--- src/rtl/ahblite_sram_gpio_sys.sv ---
// ahblite_sram_gpio_sys
//
// AHB-Lite slave subsystem sitting directly below the CPU master port.
// An address decoder on HADDR[31:24] routes each transfer to one of three
// slaves, and a registered select steers the data-phase response mux:
//   0x20xx_xxxx : SRAM bridge to four external synchronous SRAM banks
//   0x48xx_xxxx : 16-bit GPIO register block
//   others      : default slave (reads 0, writes ignored, no wait states)
//
// Ports
//   HCLK, HRESETn              clock, asynchronous active-low reset
//   HADDR/HWRITE/HTRANS/HSIZE  address-phase controls from the master
//   HWDATA                     data-phase write data
//   HREADY, HRDATA             muxed slave response (HREADY is also fed back
//                              as the slaves' HREADY input)
//   SRAMRDATA                  SRAM read data, one clock after address/CS
//   SRAMADDR, SRAMWDATA,
//   SRAMWEN, SRAMCS0..3        SRAM pins (word address, data, lane enables,
//                              per-bank chip selects, all active-high)
//   GPIOIN                     pad inputs
//   GPIOOUT, GPIOPU, GPIOPD    pad output value, pull-up, pull-down enables
//   GPIOOEN                    pad output enable, active-low (~DIR)
module ahblite_sram_gpio_sys (
    input  logic        HCLK,
    input  logic        HRESETn,
    input  logic [31:0] HADDR,
    input  logic [31:0] HWDATA,
    input  logic        HWRITE,
    input  logic [1:0]  HTRANS,
    input  logic [2:0]  HSIZE,
    output logic        HREADY,
    output logic [31:0] HRDATA,
    input  logic [31:0] SRAMRDATA,
    output logic [3:0]  SRAMWEN,
    output logic [31:0] SRAMWDATA,
    output logic        SRAMCS0,
    output logic        SRAMCS1,
    output logic        SRAMCS2,
    output logic        SRAMCS3,
    output logic [14:0] SRAMADDR,
    input  logic [15:0] GPIOIN,
    output logic [15:0] GPIOOUT,
    output logic [15:0] GPIOPU,
    output logic [15:0] GPIOPD,
    output logic [15:0] GPIOOEN
);

    typedef enum logic [1:0] {
        SEL_DEF  = 2'd0,
        SEL_SRAM = 2'd1,
        SEL_GPIO = 2'd2
    } sel_e;

    // ---------------- address phase decode ----------------
    logic trans_act;
    logic hit_sram;
    logic hit_gpio;
    sel_e sel_d;
    sel_e sel_q;

    assign trans_act = HTRANS[1] & HREADY;
    assign hit_sram  = (HADDR[31:24] == 8'h20);
    assign hit_gpio  = (HADDR[31:24] == 8'h48);

    always_comb begin
        sel_d = SEL_DEF;
        if (trans_act && hit_sram)      sel_d = SEL_SRAM;
        else if (trans_act && hit_gpio) sel_d = SEL_GPIO;
    end

    // HADDR[23:19] lies outside every decoded field.
    logic unused_haddr;
    assign unused_haddr = ^HADDR[23:19];

    // ---------------- SRAM bridge ----------------
    logic        sram_wr_a;     // SRAM write address phase
    logic        sram_rd_a;     // SRAM read address phase
    logic        collide_a;     // read address phase while a write owns the port
    logic [3:0]  lanes_a;

    logic        wr_pend_q;     // high during a write's data phase
    logic [14:0] wr_addr_q;
    logic [1:0]  wr_bank_q;
    logic [3:0]  wr_lanes_q;

    logic        rd_hold_q;     // first data-phase cycle of a collided read
    logic [14:0] rd_addr_q;
    logic [1:0]  rd_bank_q;

    logic [14:0] sram_addr_d, sram_addr_q;
    logic [31:0] sram_wdata_d, sram_wdata_q;
    logic [3:0]  sram_cs_d;
    logic [3:0]  sram_wen_d;

    assign sram_wr_a = trans_act & hit_sram & HWRITE;
    assign sram_rd_a = trans_act & hit_sram & ~HWRITE;
    assign collide_a = sram_rd_a & wr_pend_q;

    always_comb begin
        lanes_a = 4'b1111;
        case (HSIZE)
            3'd0:    lanes_a = 4'b0001 << HADDR[1:0];
            3'd1:    lanes_a = HADDR[1] ? 4'b1100 : 4'b0011;
            default: lanes_a = 4'b1111;
        endcase
    end

    // Port arbitration: a write in its data phase owns the port; a collided
    // read re-issues its saved address next; otherwise a fresh read is
    // presented straight from HADDR. Address and write data hold when idle.
    always_comb begin
        sram_cs_d    = 4'b0000;
        sram_wen_d   = 4'b0000;
        sram_addr_d  = sram_addr_q;
        sram_wdata_d = sram_wdata_q;
        if (wr_pend_q) begin
            sram_cs_d    = 4'b0001 << wr_bank_q;
            sram_addr_d  = wr_addr_q;
            sram_wen_d   = wr_lanes_q;
            sram_wdata_d = HWDATA;
        end else if (rd_hold_q) begin
            sram_cs_d   = 4'b0001 << rd_bank_q;
            sram_addr_d = rd_addr_q;
        end else if (sram_rd_a) begin
            sram_cs_d   = 4'b0001 << HADDR[18:17];
            sram_addr_d = HADDR[16:2];
        end
    end

    assign SRAMADDR  = sram_addr_d;
    assign SRAMWDATA = sram_wdata_d;
    assign SRAMWEN   = sram_wen_d;
    assign SRAMCS0   = sram_cs_d[0];
    assign SRAMCS1   = sram_cs_d[1];
    assign SRAMCS2   = sram_cs_d[2];
    assign SRAMCS3   = sram_cs_d[3];

    // ---------------- GPIO block ----------------
    logic [15:0] datain_q, dataout_q, pu_q, pd_q, dir_q;
    logic        gp_wr_q;
    logic [2:0]  gp_off_q;
    logic [15:0] gp_rdata;

    always_comb begin
        gp_rdata = 16'h0000;
        case (gp_off_q)
            3'd0:    gp_rdata = datain_q;
            3'd1:    gp_rdata = dataout_q;
            3'd2:    gp_rdata = pu_q;
            3'd3:    gp_rdata = pd_q;
            3'd4:    gp_rdata = dir_q;
            default: gp_rdata = 16'h0000;
        endcase
    end

    assign GPIOOUT = dataout_q;
    assign GPIOPU  = pu_q;
    assign GPIOPD  = pd_q;
    assign GPIOOEN = ~dir_q;

    // ---------------- response mux ----------------
    always_comb begin
        HREADY = 1'b1;
        HRDATA = 32'h0000_0000;
        case (sel_q)
            SEL_SRAM: begin
                HREADY = ~rd_hold_q;
                HRDATA = SRAMRDATA;
            end
            SEL_GPIO: HRDATA = {16'h0000, gp_rdata};
            default:  ;
        endcase
    end

    // ---------------- state ----------------
    always_ff @(posedge HCLK or negedge HRESETn) begin
        if (!HRESETn) begin
            sel_q        <= SEL_DEF;
            wr_pend_q    <= 1'b0;
            wr_addr_q    <= 15'd0;
            wr_bank_q    <= 2'd0;
            wr_lanes_q   <= 4'd0;
            rd_hold_q    <= 1'b0;
            rd_addr_q    <= 15'd0;
            rd_bank_q    <= 2'd0;
            sram_addr_q  <= 15'd0;
            sram_wdata_q <= 32'd0;
            datain_q     <= 16'd0;
            dataout_q    <= 16'd0;
            pu_q         <= 16'd0;
            pd_q         <= 16'd0;
            dir_q        <= 16'd0;
            gp_wr_q      <= 1'b0;
            gp_off_q     <= 3'd0;
        end else begin
            if (HREADY) sel_q <= sel_d;

            sram_addr_q  <= sram_addr_d;
            sram_wdata_q <= sram_wdata_d;

            wr_pend_q <= sram_wr_a;
            if (sram_wr_a) begin
                wr_addr_q  <= HADDR[16:2];
                wr_bank_q  <= HADDR[18:17];
                wr_lanes_q <= lanes_a;
            end

            rd_hold_q <= collide_a;
            if (collide_a) begin
                rd_addr_q <= HADDR[16:2];
                rd_bank_q <= HADDR[18:17];
            end

            datain_q <= GPIOIN;
            gp_wr_q  <= trans_act & hit_gpio & HWRITE;
            if (trans_act && hit_gpio) gp_off_q <= HADDR[4:2];
            // Writes land on the edge that ends the data phase; HSIZE is ignored.
            if (gp_wr_q && HREADY) begin
                case (gp_off_q)
                    3'd1:    dataout_q <= HWDATA[15:0];
                    3'd2:    pu_q      <= HWDATA[15:0];
                    3'd3:    pd_q      <= HWDATA[15:0];
                    3'd4:    dir_q     <= HWDATA[15:0];
                    default: ;
                endcase
            end
        end
    end

endmodule

--- config.mk ---
export PLATFORM = sky130hd
export DESIGN_NAME = ahblite_sram_gpio_sys
export DESIGN_NICKNAME = d
export VERILOG_FILES = /design/src/rtl/ahblite_sram_gpio_sys.sv
export SDC_FILE = /design/constraint.sdc
export NUM_CORES = 1
export LEC_CHECK = 0
export CAP_MARGIN = 20
export CORE_UTILIZATION = 40
export DETAILED_ROUTE_END_ITERATION = 7
export PLACE_DENSITY = 0.72
export REMOVE_ABC_BUFFERS = 1
export SETUP_SLACK_MARGIN = 0.02
export SYNTH_ARGS = -nofsm -noshare
export SYNTH_HDL_FRONTEND = slang
export SYNTH_SLANG_ARGS = --single-unit
--- constraint.sdc ---
create_clock -name HCLK -period 3.1 [get_ports HCLK]
set_clock_uncertainty 0.05 [all_clocks]
set_input_delay 0.62 -clock HCLK [delete_from_list [all_inputs] [get_ports HCLK]]
set_output_delay 0.62 -clock HCLK [all_outputs]
set_load 0.02 [all_outputs]
* Word-level counts from Yosys, hierarchy flattened
Cells that the tools add are included.
** Cells by class
- Shift-type cells :: 4
- Bitwise operators :: 10
- Reductions and logical operators :: 9
- Muxes and demuxes :: 15
- Equality and inequality tests :: 9
** Operators by type and width (count)
- one-hot mux 16 bit (5 select lines) :: 1
- one-hot mux 32 bit (2 select lines) :: 1
- two-way mux 15 bit :: 3
- two-way mux 32 bit :: 1
- two-way mux 4 bit :: 5
- NOT 16 bit :: 1
- left shift 1 x 2 -> 4 bit, first input constant :: 4
- equality test 8 x 6 -> 1 bit, second input constant :: 1
- equality test 8 x 7 -> 1 bit, second input constant :: 1
- one-hot mux 4 bit (2 select lines) :: 1
- AND reduction 2 bit :: 4
- AND 1 bit :: 7
- equality test 3 x 1 -> 1 bit, second input constant :: 2
- equality test 3 x 2 -> 1 bit, second input constant :: 2
- zero test 3 bit :: 2
- two-way mux 2 bit :: 2
- equality test 3 bit, second input constant :: 1
- logical AND 1 bit :: 3
- equality test 2 x 1 -> 1 bit, second input constant :: 1
- equality test 2 bit, second input constant :: 1
- NOT 1 bit :: 2
- two-way mux 1 bit :: 1
** Storage, ports and cells
- Flip-flop bits (word level) :: 173
- Output and inout bits :: 152

* Longest topological paths before layout
Gate-level depths: netlist of run 1.
- Depth in word-level cells :: 8
- Mapped depth :: 8
- Gate-level depth less buffers :: 6

* Least setup slack after synthesis of run 1
OpenSTA, ideal clock, no wires.
- Path type :: input to output
- Start :: in HADDR[25]
- End :: out SRAMCS3
- Stages :: 4
- Arrival time :: 2.034 ns
- Required time :: 2.430 ns
- Slack :: 0.396 ns
- Cell sequence :: nor4_4 nand4_2 or4_1 a22oi_1
** Between the ends
- Cells in the longest elaborated chain, start to end :: 6
** RTL lines
- from (decl) :: RTL line 26 : input logic [31:0] HADDR,
- equality test 8 x 6 -> 1 bit :: RTL line 62 : assign hit_sram = (HADDR[31:24] == 8'h20);
- AND 1 bit (2 in a row) :: RTL line 96 : assign sram_rd_a = trans_act & hit_sram & ~HWRITE;
- two-way mux 4 bit :: RTL line 124 : end else if (sram_rd_a) begin
- two-way mux 4 bit :: RTL line 121 : end else if (rd_hold_q) begin
- two-way mux 4 bit :: RTL line 116 : if (wr_pend_q) begin
- to (decl) :: RTL line 39 : output logic SRAMCS3,
No other way between the ends.

* Worst setup path after layout of run 1
- Start :: in HADDR[27]
- End :: out SRAMCS0
** Between the ends
- Cells in the longest elaborated chain, start to end :: 6
** RTL lines
- equality test 8 x 6 -> 1 bit :: RTL line 62
- AND 1 bit (2 in a row) :: RTL line 96
- two-way mux 4 bit :: RTL line 124
- two-way mux 4 bit :: RTL line 121
- two-way mux 4 bit :: RTL line 116
- to (decl) :: RTL line 36 : output logic SRAMCS0,
No other way between the ends.

==> results_dict.tcl, run 1 <==
set metrics [dict create \
    antenna_found_initial 0 \
    drive_above_1_share_pct 27.06 \
    p_leak_nw 5.290 \
    grt_pass1_wl_um 34080 \
    start_kind "primary input" \
    ys_async_sr_fraction_pct 100.0 \
    io_buffers 265 \
    end_kind "primary output" \
    fmax_mhz 331.3 \
    worstSkewPairLatency_ns 0.41 \
    clk_pin_slew_ns 0.06 \
    crit_chain "clkdlybuf4s50_1, buf_4, nor4b_1, and4_2, nand3_1, a31oi_1, clkdlybuf4s15_2" \
    fin_crit_ns 3.018 \
    diodes 0 \
    syn_avg_cell_area_um2 12.53 \
    peakVddDrop_v 0.0003342 \
    cts_sinks 173 \
    place_ws_ns -0.4346 \
    drtIter0Drc 328 \
    ys.flop_type "dfrtp_1" \
    synth_top_family_by_area "multiplexers" \
    num_rows 51 \
    cp_slowest_cell "clkdlybuf4s50_1" \
    wl_per_cell_um 18.13 \
    yosys.area_share.simple_pct 8.132 \
    gp_congestion 0.8515 \
    cp_data_required_time_ns 2.43 \
    cts_buffers 17 \
    synth-seq-area-share_pct 54.74 \
    netlist_area_um2 7909 \
    synth_compound_area_share_pct 8.717 \
    cp-startpoint "HADDR[27]" \
    critPathBufInv 3 \
    grt_pass1_vias 6233 \
    critPathTopFamily "buffers and inverters" \
    grt_usage_pct 22.05 \
    reg2reg_from "sel_q[0]" \
    via_per_inst 5.106 \
    cp_max_fo 4 \
    die_w_um 142.6 \
    grt_max_degree 63 \
    finalMaxSlewViolations 0 \
    drtAntennaViolNets 0 \
    yosysTopAreaCell "dfrtp_1" \
    root_buffer "clkbuf_16" \
    hpwl_um 15550 \
    synth_top_area_share_pct 54.74 \
    syn_inst 631 \
    maxCapViolations 0 \
    max_slew_margin_pct 53.45 \
    finalNetCount 1044 \
    tightest_slew_ns 0.6966 \
    drc 0 \
    synth_fa_ha_area_share_pct 0.3164 \
    setup_viol 0 \
    timing.final.crit_share_pct 97.36 \
    yosysMostFrequentCell "dfrtp_1" \
    num-fill-cells 1651 \
    cts_tree "built" \
    rsz0062_at_grt "no" \
    start_util_pct 40.77 \
    routed_wl_um 21750 \
    die_h_um 142.6 \
    synth.distinct_cells 42 \
    hold_class "primary input to asynchronous set/reset pin" \
    power_density_nw_per_um2 444.3 \
    ys.warnings.count 0 \
    core_area_um2 19400 \
    synth_seq_cells 173 \
    setup_slack_ns 0.08196 \
    crit_type "primary input to primary output" \
    dieArea_um2 20340 \
    synthTopCellsByCount "dfrtp_1 (173), mux2_2 (105), o21ai_0 (36)" \
    dr.pass1.iters 6 \
    area_growth_pct 48.25 \
    vias 6127 \
    ctsHtreeMaxLevel 4 \
    overflow 0 \
    synth_edf_count 0 \
    tns_ns 0 \
    synthMuxAreaShare_pct 23.94 \
    synth_xor_area_share_pct 0 \
    clockBufferDepth 2 \
    fin_util_pct 60.44 \
    hold_viol 0 \
    critPathArrivalTime_ns 2.35 \
    status "complete, no violations" \
    slowest_delay_ns 0.43 \
    io_pins 272 \
    yosys-top-cells-area "dfrtp_1 (55%), mux2_2 (15%), mux2_4 (4.0%)" \
    hold_buffers 0 \
]
## power breakdown
group          switching, mW  leakage [nW]  internal, mW
Clock                  0.895         0.300          1.33
Sequential            0.0446          2.18          2.34
Combinational          0.281          2.81         0.325
## cells by family (layout without fill, tap and decap cells)
family                     count (synthesis)  after routing
adders and majority gates                  2              2
and+or+nand+nor                          109            109
buffers and inverters                     75            379
DFF                                      173            173
muxes                                    158            158
AOI/OAI and AO/OA                        114            114
## metal layers
| layer | part of all wire, % | global-route usage (%) | wire, um | up-vias |
|---|---|---|---|---|
| met3 | 5.7 | 5.298 | 1241 | 22 |
| met1 | 44 | 28.12 | 9502 | 3043 |
| met2 | 50 | 37.85 | 10770 | 198 |
| met5 | 0 | 0 | 0 | - |
| li1 | - | - | - | 2864 |
| met4 | 1.1 | 4.980 | 240 | 0 |
## timing repair
action	in CTS	in global routing
gates resized for setup	107	34
buffers inserted	1	0
pin swaps	2	9
setup endpoints to repair	33	23
## state kept, by name, summed over array words and instances (netlist names)
register and count:
sram_wdata_q 32, GPIOOUT 16, GPIOPD 16, GPIOPU 16, datain_q 16, dir_q 16, rd_addr_q 15, sram_addr_q 15
wr_addr_q 15, wr_lanes_q 4, gp_off_q 3, rd_bank_q 2, sel_q 2, wr_bank_q 2, gp_wr_q 1, rd_hold_q 1
wr_pend_q 1
## worst paths after layout
kind | slack, ns | depth (start not counted) | endpoint
max in group asynchronous | 2.13 | 2 | GPIOPU[12]
min in group HCLK | 0.44 | 1 | sram_wdata_q[17]
min reg2reg | 0.44 | 1 | sram_wdata_q[17]
max | 0.08 | 7 | SRAMCS0
max reg2reg | 0.80 | 7 | GPIOOUT[6]
min | 0.13 | 1 | GPIOOUT[11]
## cells in the final DEF (no fill, tap or decap), drive strengths merged, types with 3 or more instances in the layout
master / count
nand2: 19
bufinv: 3
clkdlybuf4s50: 225
nand3b: 11
a222oi: 5
and2: 21
o21ai: 36
nor2: 13
inv: 38
a31oi: 19
a21oi: 27
mux4: 5
dfrtp: 173
dlygate4sd2: 13
nand4: 3
o22ai: 15
dlymetal6s2s: 6
nor3b: 4
a221o: 6
mux2: 136
mux2i: 17
clkbuf: 23
nor2b: 5
nand3: 20
buf: 65
clkinv: 4
o32ai: 5
## through the flow
stage,power (mW),area [um^2],cells,hold slack [ns]
2_1_floorplan,2.632,7711,591,0.2744
3_3_place_gp,3.033,11090,1167,0.4250
3_5_place_dp,3.044,11090,1167,0.4319
4_1_cts,5.271,11640,1200,0.1489
5_1_grt,5.416,11730,1200,0.1644
6_report,5.209,11730,1200,0.1330
## layout make-up
cell class                      instances  area [um^2]  share of cell area, %
Clock inverter                         11        157.7                  1.345
Tap cell                              265        331.6                  2.828
Timing Repair Buffer                  312         2985                  25.46
Sequential cell                       173         4332                  36.94
Clock buffer                           21        460.4                  3.927
Inverter                               35        131.4                  1.120
Multi-Input combinational cell        383         3327                  28.37
## worst register-to-register path, cell delays in order (launching register included)
cell	delay, ns
dfrtp_1	0.38
ha_1	0.22
nand2_1	0.15
buf_4	0.21
nand3_1	0.10
nor2_2	0.42
buf_4	0.30
mux2_2	0.35
Power figures use the tool's default switching activity.
==> run 2, diff against run 1 <==
--- a/config.mk
+++ b/config.mk
@@ -7,6 +7,7 @@
 export LEC_CHECK = 0
 export CAP_MARGIN = 20
 export CORE_UTILIZATION = 40
+export CTS_CLUSTER_DIAMETER = 120
 export DETAILED_ROUTE_END_ITERATION = 7
 export PLACE_DENSITY = 0.72
 export REMOVE_ABC_BUFFERS = 1
==> results of run 2 <==
No change in the layout: final DEF, timing and power equal those of run 1.
==> run 3, diff against run 2 <==
--- a/config.mk
+++ b/config.mk
@@ -6,10 +6,12 @@
 export NUM_CORES = 1
 export LEC_CHECK = 0
 export CAP_MARGIN = 20
-export CORE_UTILIZATION = 40
+export CELL_PAD_IN_SITES_DETAIL_PLACEMENT = 0
+export CELL_PAD_IN_SITES_GLOBAL_PLACEMENT = 1
+export CORE_UTILIZATION = 38
 export CTS_CLUSTER_DIAMETER = 120
 export DETAILED_ROUTE_END_ITERATION = 7
-export PLACE_DENSITY = 0.72
+export PLACE_DENSITY_LB_ADDON = 0.1
 export REMOVE_ABC_BUFFERS = 1
 export SETUP_SLACK_MARGIN = 0.02
 export SYNTH_ARGS = -nofsm -noshare
==> constraint.sdc (replaced) <==
create_clock -name HCLK -period 3.7 [get_ports HCLK]
set_clock_uncertainty 0.05 [all_clocks]
set_input_delay 0.74 -clock HCLK [delete_from_list [all_inputs] [get_ports HCLK]]
set_output_delay 0.74 -clock HCLK [all_outputs]
set_load 0.02 [all_outputs]
==> run 3 against run 2 <==
Against the previous run: utilization shrank 3.6 points; cell count shrank 0.75%; critical path type unchanged; via count grew 0.38%; largest cell class unchanged; sequential share of layout area grew 0.59 points; first-iteration DRC count shrank 15%.
==> results_dict.tcl, run 3 (same netlist as run 1, synthesis figures left out) <==
set metrics [dict create \
    post_cts_buffers 0 \
    hpwl_um 15630 \
    dr.pass1.iters 7 \
    grt_usage_pct 21.30 \
    cts_buffers 17 \
    clockBufferDepth 2 \
    start_kind "primary input" \
    area_growth_pct 45.99 \
    drc 0 \
    grt_max_degree 87 \
    end_kind "primary output" \
    largest_register_ff_count 32 \
    slowest_delay_ns 0.50 \
    crit_chain "clkdlybuf4s50_1, nor4_4, nand4_2, or4_1, a22oi_1, dlygate4sd2_1" \
    hold_class "primary input to asynchronous set/reset pin" \
    p_leak_nw 5.065 \
    grt_pass1_wl_um 35520 \
    worstSkewPairLatency_ns 0.42 \
    cp_slowest_cell "or4_1" \
    cp_data_required_time_ns 2.91 \
    gp_congestion 0.8114 \
    vias 6150 \
    drtAntennaViolNets 0 \
    rsz0062_at_grt "no" \
    routed_wl_um 22330 \
    critPathBufInv 2 \
    critPathTopFamily "simple AND/OR/NAND/NOR gates" \
    placed_cells 1159 \
    timing.final.crit_share_pct 95.67 \
    r2r_setup_slack_ns 1.11 \
    fin_cells 1191 \
    diodes 0 \
    core_area_um2 20300 \
    root_buffer "clkbuf_16" \
    fmax_mhz 282.5 \
    wl_per_cell_um 18.74 \
    finalNetCount 1030 \
    io_buffers 265 \
    power_density_nw_per_um2 367.6 \
    maxCapViolations 0 \
    via_per_inst 5.164 \
    worstRegToRegCells 7 \
    die_w_um 146.3 \
    hold_buffers 0 \
    finalMaxSlewViolations 0 \
    cts_sinks 173 \
    regToRegEndpoint "wr_lanes_q[3]" \
    hold_viol 0 \
    tns_ns 0 \
    overflow 0 \
    fin_crit_ns 3.540 \
    drtIter0Drc 280 \
    clk_pin_slew_ns 0.07 \
    crit_type "primary input to primary output" \
    antenna_found_initial 1 \
    whs_ns 0.3058 \
    finalPower_mw 4.244 \
    grt_pass1_vias 6553 \
    tightest_slew_ns 0.8129 \
    num_rows 52 \
    final_common_cell "clkdlybuf4s50_1" \
    ctsHtreeMaxLevel 4 \
    dieArea_um2 21390 \
    critPathArrivalTime_ns 2.75 \
    cts_tree "built" \
    status "complete, no violations" \
    cp_max_fo 3 \
    top_register "sram_wdata_q" \
    reg2reg_from "sel_q[1]" \
    start_util_pct 38.96 \
    drive_above_1_share_pct 22.48 \
    io_pins 272 \
    layout_common_cells "clkdlybuf4s50_1 (245), dfrtp_1 (171), mux2_2 (105)" \
    die_h_um 146.3 \
    max_slew_margin_pct 45.61 \
    peakVddDrop_v 0.0003570 \
    setup_viol 0 \
]
## run 3: changes by cell type in the layout (fill, tap and decap cells not counted), sizes merged, moves of 5 or more
cell / previous run / this run
clkbuf: 23 / 18
clkdlybuf4s50: 225 / 245
inv: 38 / 45
buf: 65 / 34
## run 3: worst reg2reg max path: stages, from the launching register on
cell	delay (ns)
dfrtp_1	0.38
inv_1	0.08
ha_1	0.17
nand2_1	0.29
and4_1	0.34
buf_12	0.16
nand2_2	0.60
mux2_2	0.42
## run 3: layout make-up
cell class	count	area (um^2)
fill	1729	8753
sequential	173	4334
multi-input combinational	383	3258
timing repair buffer	298	2910
clock buffer	18	429.2
tap	270	337.8
clock inverter	14	145.1
inverter	35	131.4
## run 3: worst max-delay path by stage
stage / from / endpoint / slack, ns / cells after the start
after floorplan: wr_pend_q / SRAMADDR[0] / 0.05 / 4
after global placement: HADDR[29] / SRAMCS3 / -0.09 / 6
after detailed placement: HADDR[25] / SRAMCS3 / -0.12 / 6
after CTS: HADDR[27] / SRAMCS0 / 0.04 / 7
after global routing: sel_q[0] / HRDATA[0] / 0.03 / 8
final: HADDR[25] / SRAMCS3 / 0.16 / 6
## run 3: report_power, final
part | switching [mW] | total [mW] | internal [mW]
Combinational | 0.230 | 0.494 | 0.265
Clock | 0.798 | 1.75 | 0.954
Sequential | 0.0405 | 2.00 | 1.96
Total | 1.07 | 4.24 | 3.18
## run 3: layer usage
layer | GRT usage [%] | vias up | routed length [um]
met3 | 4.813 | 31 | 1299
li1 | - | 2832 | -
met1 | 27.18 | 3052 | 9615
met2 | 35.76 | 235 | 11060
met4 | 6.927 | 0 | 354
met5 | 0 | - | 0
## run 3: repair_timing
action / CTS / global route
gates resized for setup: 18 / 4
endpoints found under the setup margin: 17 / 8
cloned: 0 / 0
## run 3: through the flow
stage / instance area [um^2] / setup slack [ns] / utilization, %
final: 11550 / 0.1604 / 56.88
after CTS: 11540 / 0.03540 / 56.83
after floorplan: 7711 / 0.05350 / -
after detailed placement: 10980 / -0.1246 / 54.08
after global placement: 10980 / -0.08581 / 54.08
after global routing: 11550 / 0.03200 / 56.88
